<file path="config.mk">
export PLATFORM = sky130hd
export DESIGN_NAME = conv_mac_accumulator
export DESIGN_NICKNAME = d
export VERILOG_FILES = /design/src/rtl/sr_fixed_pkg.sv /design/src/rtl/sat_clamp.sv /design/src/rtl/conv_mac_accumulator.sv
export SDC_FILE = /design/constraint.sdc
export NUM_CORES = 1
export LEC_CHECK = 0
export CORE_MARGIN = 5
export CORE_UTILIZATION = 63
export DETAILED_ROUTE_END_ITERATION = 16
export PLACE_DENSITY = 0.91
export SLEW_MARGIN = 30
export SYNTH_ARGS = -nofsm -noshare
export SYNTH_HDL_FRONTEND = slang
export SYNTH_HIERARCHICAL = 1
export SYNTH_SLANG_ARGS = --single-unit
</file>
<file path="constraint.sdc">
create_clock -name clk -period 4.25 [get_ports clk]
set_input_delay 1.0625 -clock clk [delete_from_list [all_inputs] [get_ports clk]]
set_output_delay 1.0625 -clock clk [all_outputs]
set_load 0.01 [all_outputs]
</file>
<file path="src/rtl/sr_fixed_pkg.sv">
// Shared fixed-point definitions for the convolution datapath stages:
// default widths, the MAC window state encoding and ACC_W saturation limits.
package sr_fixed_pkg;

    localparam int DATA_W_DEF   = 16;
    localparam int WEIGHT_W_DEF = 16;
    localparam int ACC_W_DEF    = 32;

    typedef enum logic [1:0] {
        ST_ACCUM = 2'd0,
        ST_DRAIN = 2'd1,
        ST_HOLD  = 2'd2
    } mac_state_t;

    localparam logic signed [ACC_W_DEF-1:0] SAT_MAX = {1'b0, {(ACC_W_DEF-1){1'b1}}};
    localparam logic signed [ACC_W_DEF-1:0] SAT_MIN = {1'b1, {(ACC_W_DEF-1){1'b0}}};

endpackage

</file>
<file path="src/rtl/sat_clamp.sv">
// Combinational signed saturation from IN_W down to OUT_W bits.
// Out-of-range values clamp to the most positive / most negative OUT_W value.
module sat_clamp #(
    parameter int IN_W  = 40,
    parameter int OUT_W = 32
) (
    input  logic signed [IN_W-1:0]  value,
    output logic signed [OUT_W-1:0] clamped
);

    // The value fits when every bit above the OUT_W sign bit matches it.
    logic [IN_W-OUT_W:0] upper;
    assign upper = value[IN_W-1:OUT_W-1];

    always_comb begin
        clamped = value[OUT_W-1:0];
        if (!(upper == '0 || upper == '1)) begin
            if (value[IN_W-1]) begin
                clamped = {1'b1, {(OUT_W-1){1'b0}}};
            end else begin
                clamped = {1'b0, {(OUT_W-1){1'b1}}};
            end
        end
    end

endmodule

</file>
<file path="src/rtl/conv_mac_accumulator.sv">
// Streaming multiply-accumulate over TAP_COUNT (pixel, weight) pairs plus bias,
// saturated to ACC_W and presented on a valid/ready port feeding the ReLU stage.
module conv_mac_accumulator
    import sr_fixed_pkg::*;
#(
    parameter int DATA_W    = DATA_W_DEF,
    parameter int WEIGHT_W  = WEIGHT_W_DEF,
    parameter int ACC_W     = ACC_W_DEF,
    parameter int TAP_COUNT = 9,
    parameter int GUARD_W   = 8
) (
    input  logic                       clk,
    input  logic                       rst_n,
    input  logic                       in_valid,
    output logic                       in_ready,
    input  logic signed [DATA_W-1:0]   in_data,
    input  logic signed [WEIGHT_W-1:0] in_weight,
    input  logic signed [ACC_W-1:0]    in_bias,
    output logic                       out_valid,
    input  logic                       out_ready,
    output logic signed [ACC_W-1:0]    out_data,
    output logic                       busy
);

    localparam int P_W   = DATA_W + WEIGHT_W;
    localparam int INT_W = ACC_W + GUARD_W;

    mac_state_t state, state_next;

    logic [7:0]              tap_cnt;
    logic signed [P_W-1:0]   prod_p1;
    logic                    vld_p1;
    logic signed [INT_W-1:0] acc_p2;
    logic signed [ACC_W-1:0] acc_sat;
    logic                    take_in;
    logic                    take_out;
    logic                    last_tap;

    assign in_ready = (state == ST_ACCUM);
    assign take_in  = in_valid && in_ready;
    assign take_out = out_valid && out_ready;
    assign last_tap = (tap_cnt == 8'(TAP_COUNT - 1));
    assign busy     = (tap_cnt != 8'd0) || (state != ST_ACCUM) || vld_p1;

    always_comb begin
        state_next = state;
        case (state)
            ST_ACCUM: if (take_in && last_tap) state_next = ST_DRAIN;
            ST_DRAIN: if (!vld_p1) state_next = ST_HOLD;
            ST_HOLD:  if (take_out) state_next = ST_ACCUM;
            default:  state_next = ST_ACCUM;
        endcase
    end

    always_ff @(posedge clk or negedge rst_n) begin
        if (!rst_n) begin
            state   <= ST_ACCUM;
            tap_cnt <= 8'd0;
        end else begin
            state <= state_next;
            if (take_in) begin
                tap_cnt <= last_tap ? 8'd0 : tap_cnt + 8'd1;
            end
        end
    end

    // Stage p1: full-precision product of the accepted pair
    always_ff @(posedge clk or negedge rst_n) begin
        if (!rst_n) begin
            prod_p1 <= '0;
            vld_p1  <= 1'b0;
        end else begin
            vld_p1 <= take_in;
            if (take_in) begin
                prod_p1 <= P_W'(in_data) * P_W'(in_weight);
            end
        end
    end

    // Stage p2: guarded accumulator; a window's first tap reloads it with the bias
    always_ff @(posedge clk or negedge rst_n) begin
        if (!rst_n) begin
            acc_p2 <= '0;
        end else if (take_in && tap_cnt == 8'd0) begin
            acc_p2 <= INT_W'(in_bias);
        end else if (vld_p1) begin
            acc_p2 <= acc_p2 + INT_W'(prod_p1);
        end else if (take_out) begin
            acc_p2 <= '0;
        end
    end

    sat_clamp #(
        .IN_W  (INT_W),
        .OUT_W (ACC_W)
    ) u_sat_clamp (
        .value   (acc_p2),
        .clamped (acc_sat)
    );

    // Output register: loaded once the last product has landed in the accumulator
    always_ff @(posedge clk or negedge rst_n) begin
        if (!rst_n) begin
            out_data  <= '0;
            out_valid <= 1'b0;
        end else if (state == ST_DRAIN && !vld_p1) begin
            out_data  <= acc_sat;
            out_valid <= 1'b1;
        end else if (state == ST_HOLD && take_out) begin
            out_valid <= 1'b0;
        end
    end

endmodule

</file>
==> Word level (Yosys, flattened, before mapping) <==
Cells that the tools add are included.
{ "totals": {"word_cells": 47, "latchBits": 0, "input_bits": 68, "n_memories": 0, "regBits": 116, "out_inout_bits": 35, "romBits": 0, "ramBits": 0} }
{ "op_classes": {"div_mod_pow": 0, "shift": 0, "addsub": 2, "multipliers": 1, "n_lt_le_gt_ge": 0, "eq_ne": 7, "n_reduce_logical": 18, "muxes": 12, "bitwise_logic": 0} }
{ "op_table": {"columns": ["operator", "n"], "rows": [
  ["$mux W40", 3],
  ["$mux W32", 2],
  ["$add A40 B32 Y40", 1],
  ["$mul A16 B16 Y32", 1],
  ["$eq A9 B9 Y1 const B", 1],
  ["$logic_not A9 Y1", 1],
  ["$add A8 B1 Y8 const B", 1],
  ["$eq A8 B4 Y1 const B", 1],
  ["$logic_not A8 Y1", 1],
  ["$mux W8", 1],
  ["$reduce_bool A8 Y1", 1],
  ["$logic_and A1 B1 Y1", 6],
  ["$mux W2", 3],
  ["$pmux W2 S3", 1],
  ["$ne A2 B2 Y1 const B", 2],
  ["$reduce_bool A2 Y1", 2],
  ["$logic_or A1 B1 Y1", 3],
  ["$reduce_and A3 Y1", 1],
  ["$reduce_bool A3 Y1", 1],
  ["$eq A2 B1 Y1 const B", 1],
  ["$eq A2 B2 Y1 const B", 1],
  ["$logic_not A2 Y1", 1],
  ["$mux W1", 2],
  ["$ne A2 B1 Y1 const B", 1],
  ["$logic_not A1 Y1", 1]
]} }

==> Logic depth before layout (Yosys ltp) <==
{ "depth": {"word_depth": 5, "mapped_depth": 26, "depth_no_buf": 25} }

==> Cells and area by module <==
Netlist, hierarchy kept.
{ "by_module_without_submodules": {"columns": ["mod", "area_per_inst_um2", "cells_each", "instances"], "rows": [
  ["conv_mac_accumulator", 16404.5, 1750, 1],
  ["sat_clamp", 616.8, 82, 1]
]} }

==> Least setup slack after synthesis <==
No wires, ideal clock.
{ "synth_path": {"kind": "input-to-reg", "startpoint": "in in_weight[1]", "endpoint": "reg prod_p1[30]", "arrival_ps": 6634, "path_slack_ps": -2479, "cell_stages": 20, "setup_time_ps": 95, "t_required_ps": 4155, "cell_sequence": "clkbuf_1 > nand2_1 > inv_1 > fa_1 > fa_1 > inv_1 > fa_1 > fa_1 > fa_1 > fa_1 > inv_1 > ha_1 > nand2_1 > o21ai_0 > a21o_1 > a21oi_1 > nor3b_1 > a2111o_1 > and3_1 > o31ai_1"} }
{ "synth_between": {"elab_chain_len": 1} }
{ "synth_lines": {"columns": ["item", "line_no", "rtl"], "rows": [
  ["start, declared", "conv_mac_accumulator.sv:17", "input logic signed [WEIGHT_W-1:0] in_weight,"],
  ["$mul A16 B16 Y32", "conv_mac_accumulator.sv:75", "prod_p1 <= P_W'(in_data) * P_W'(in_weight);"],
  ["end signal, assigned", "conv_mac_accumulator.sv:75", null],
  ["end, declared", "conv_mac_accumulator.sv:31", "logic signed [P_W-1:0] prod_p1;"]
]} }
Every way passes these cells.
A chain may end at the register's enable or synchronous reset.

==> Worst setup path after layout <==
{ "layout_path": {"startpoint": "in in_data[5]", "endpoint": "reg prod_p1[30]"} }
{ "layout_between": {"elab_chain_len": 1} }
{ "layout_lines": {"columns": ["item", "line_no", "rtl"], "rows": [
  ["start, declared", "conv_mac_accumulator.sv:16", "input logic signed [DATA_W-1:0] in_data,"],
  ["$mul A16 B16 Y32", "conv_mac_accumulator.sv:75", null]
]} }
Every way passes these cells.

==> metrics <==
total cell area at the placement stage 19,900 µm²; clock tree from TritonCTS done; max-cap check violation count 0; multiplexer area fraction after synthesis approximately 2.4%; Cell Rows 60; IO Count slightly above 100; initial core utilization around 64%; final RePlAce weighted congestion between 0.9 and 1; Min-Delay Path Class reg2reg; via count of the first global-routing pass 16,300; clock tree skew after final layout around 0.0083 ns; total global-route track usage ~34%; Avg Synthesized Cell Area roughly 9.3 µm²; xor and xnor area share after synthesis under 10%; die boundary width around 170 µm; main combinational cell family by area after synthesis adder cells; met1 Use GR between 40% and 50%; synthesized-area fraction occupied by ao, oa, aoi and oai cells around an eighth; Area growth syn-to-layout 27.9%; kind of critical path in2reg; proportion of layout cells with a drive suffix above 1 about a quarter; die area between 30,000 and 40,000 µm²; unrepaired setup endpoints after global routing true; final hold slack between 0.4 and 0.5 ns; GRT busiest layer met2; routed len/inst approximately 23 µm; final setup violating endpoints 26; Final nets 2,571; Worst setup SP type input port; critical path data required time approximately 4.6 ns; pin count of the biggest net entering global routing 85; final sum of negative setup slack -43.63 ns; failing checks negative setup slack; met3 routing resource usage after global routing 5.33%; detailed-route vias per instance roughly 6.2; final critical delay including setup and external delays 6.55 ns; level count of the clock H-tree 4; run status finished, violations left; area inside the core boundary about 27,000 µm²; clock transition at the registers of the reported paths around 0.050 ns; Data arrival, critical path 6.87 ns; number of buffers between clock root and the deepest sink 2; sequential share of the synthesized area 17.1%; worst setup margin -2.30 ns; CP max FO 7; synthesized netlist cell count 1,832; met2 usage in global routing around 60%; final instance area approximately 22,000 µm²; total nets after synthesis about 2,300; number of buffers inserted by hold repair at cts 0; number of max-slew violations in the final report 0; share of flip-flops with an asynchronous set or reset after synthesis 100%; # port buffers roughly 100; post-synth cell types 75; Max Fclk ~150 MHz; number of CTS-inserted buffers 17; worst slew slack as a fraction of its limit between 50% and 60%; count of clock tree sinks 116; number of DRC violations after detailed routing 0; grt ovf 0; initial detailed-routing violation count 1,807; arithmetic-cell share of the synthesized area counting full adders, half adders and majority gates 40.0%; Primary FF master, synth dfrtp_1; Detail Route Antenna Nets 0; First-pass DRT Iterations 8; simple logic cell fraction of the synthesized area about 15%; final hold violation count 0; number of antenna diodes 0; CTS root buffer clkbuf_16; capturing element type of the critical path register; netlist area before placement between 15,000 and 20,000 µm²; number of enable flip-flop cells after synthesis 0; Clk Latency, worst-skew pair about 0.42 ns; transition time at the pin with the least slew margin between 0.7 and 0.8 ns; Synth Register Bits roughly 120; Post-DP HPWL approximately 37,000 µm; overall via count from detail_route around 15,000; initial antenna violation count 0; final worst-path cycle share 154%; sum of routed wire length over all layers 56,000 µm; total number of yosys warnings 6; wire length of the first global-routing pass roughly 83,000 µm; DP Worst Slack -2.81 ns; vertical die dimension 174 µm
Yosys cell counts, types with 4 or more instances:
master | n | share of area (%)
nand4_1 | 7 | 0.26
o31ai_1 | 5 | 0.22
a2bb2oi_2 | 4 | 0.35
a221oi_1 | 22 | 1.1
nand3_1 | 49 | 1.4
nand2_1 | 213 | 4.7
dfrtp_1 | 116 | 17
and2_1 | 118 | 4.3
a2bb2oi_1 | 27 | 1.4
nor3_1 | 6 | 0.18
inv_1 | 319 | 7.0
a21oi_1 | 65 | 1.9
o21a_1 | 16 | 0.71
o21ai_1 | 22 | 0.65
o211ai_1 | 4 | 0.18
nor3b_1 | 5 | 0.22
clkbuf_1 | 62 | 1.4
a21o_1 | 35 | 1.5
nand2b_1 | 12 | 0.44
o21bai_1 | 6 | 0.26
xor2_1 | 25 | 1.3
o31ai_4 | 4 | 0.50
nor2b_1 | 4 | 0.15
xnor2_1 | 44 | 2.3
nor2_1 | 93 | 2.1
a211oi_1 | 5 | 0.22
and3_1 | 10 | 0.37
o21ai_0 | 37 | 1.1
fa_1 | 263 | 31
ha_1 | 123 | 9.0
buf_6 | 10 | 0.66
mux2_2 | 34 | 2.2
a211oi_2 | 4 | 0.29
cells in the final DEF (no fill, tap or decap), types with 7 or more instances in the layout:
master / instances
a21o_1: 35
a21oi_1: 52
a21oi_2: 12
a221oi_1: 22
a2bb2oi_1: 27
and2_1: 93
and2_4: 25
buf_2: 10
buf_4: 167
buf_6: 73
buf_8: 10
clkbuf_16: 17
clkdlybuf4s50_1: 70
dfrtp_1: 115
fa_1: 235
fa_2: 28
ha_1: 92
ha_4: 28
inv_1: 276
inv_2: 42
mux2_2: 33
nand2_1: 196
nand2_2: 12
nand2b_1: 12
nand3_1: 47
nand4_1: 7
nor2_1: 83
nor2_2: 8
o21a_1: 15
o21ai_0: 22
o21ai_1: 32
xnor2_1: 39
xor2_1: 25
through the flow:
stage               utilization [%]  cells
floorplan                         -   1832
global placement               74.0   2380
detailed placement             74.1   2381
CTS                            79.3   2445
global route                   81.3   2468
finish                         81.3   2468
layer usage:
| metal | wire length, µm | vias to the layer above |
|---|---|---|
| li1 | - | 6440 |
| met1 | 19700 | 7538 |
| met2 | 27400 | 1032 |
| met3 | 4640 | 377 |
| met4 | 4300 | 0 |
| met5 | 0 | - |
worst max-delay path: stages:
cell      delay [ns]
buf_6           0.10
buf_6           0.15
and2_1          0.31
fa_2            0.59
fa_1            0.62
fa_1            0.48
fa_1            0.54
fa_1            0.50
inv_1           0.05
fa_1            0.50
inv_2           0.06
ha_4            0.28
a21o_1          0.12
a21o_1          0.15
a21oi_2         0.08
o21ai_1         0.12
a21o_1          0.14
a21oi_2         0.06
nor3b_4         0.15
a2111o_1        0.40
and3_4          0.17
o31ai_2         0.21
path summary, 6_finish.rpt:
check	from	endpoint	slack [ns]	cells after the start
hold / removal	tap_cnt[7]$_DFFE_PN0P_	tap_cnt[7]$_DFFE_PN0P_	0.48	1
min in group asynchronous	rst_n	out_data[6]$_DFFE_PN0P_	0.59	1
hold reg to reg	tap_cnt[7]$_DFFE_PN0P_	tap_cnt[7]$_DFFE_PN0P_	0.48	1
setup reg to reg	acc_p2[0]$_DFFE_PN0P_	acc_p2[36]$_DFFE_PN0P_	0.74	12
max in group asynchronous	rst_n	acc_p2[39]$_DFFE_PN0P_	2.81	2
setup / recovery	in_data[5]	prod_p1[30]$_DFFE_PN0P_	-2.30	22
sequential cells by signal, indices dropped and copies added (netlist names):
name       count
out_data      32
state          2
acc_p2        40
prod_p1       32
out_valid      1
tap_cnt        8
vld_p1         1
cell families after synthesis:
kind of cell / after synthesis
AO/OA/AOI/OAI: 298
flip-flops: 116
buffers and inverters: 394
AND/OR/NAND/NOR: 533
multiplexers: 36
adder cells (fa/ha/maj): 386
XOR/XNOR: 69
cell type report:
type,count,area (µm²)
Timing Repair Buffer,341,3150
Multi-Input combinational cell,1322,13500
Sequential cell,116,2900
Fill cell,1394,5020
Tap cell,341,427
Clock buffer,24,482
Inverter,319,1200
Clock inverter,5,100
timing repair:
action / 4_1_cts / 5_1_grt
endpoints found under the setup margin: 27 / 27
gates cloned: 6 / 0
hold endpoints to repair: 0 / 0
pin swaps: 104 / 97
gates resized for setup: 309 / 107
buffers inserted: 29 / 28
Power is not shown: default switching activity piles up to over one toggle a cycle in this logic, so the estimate is an artifact.
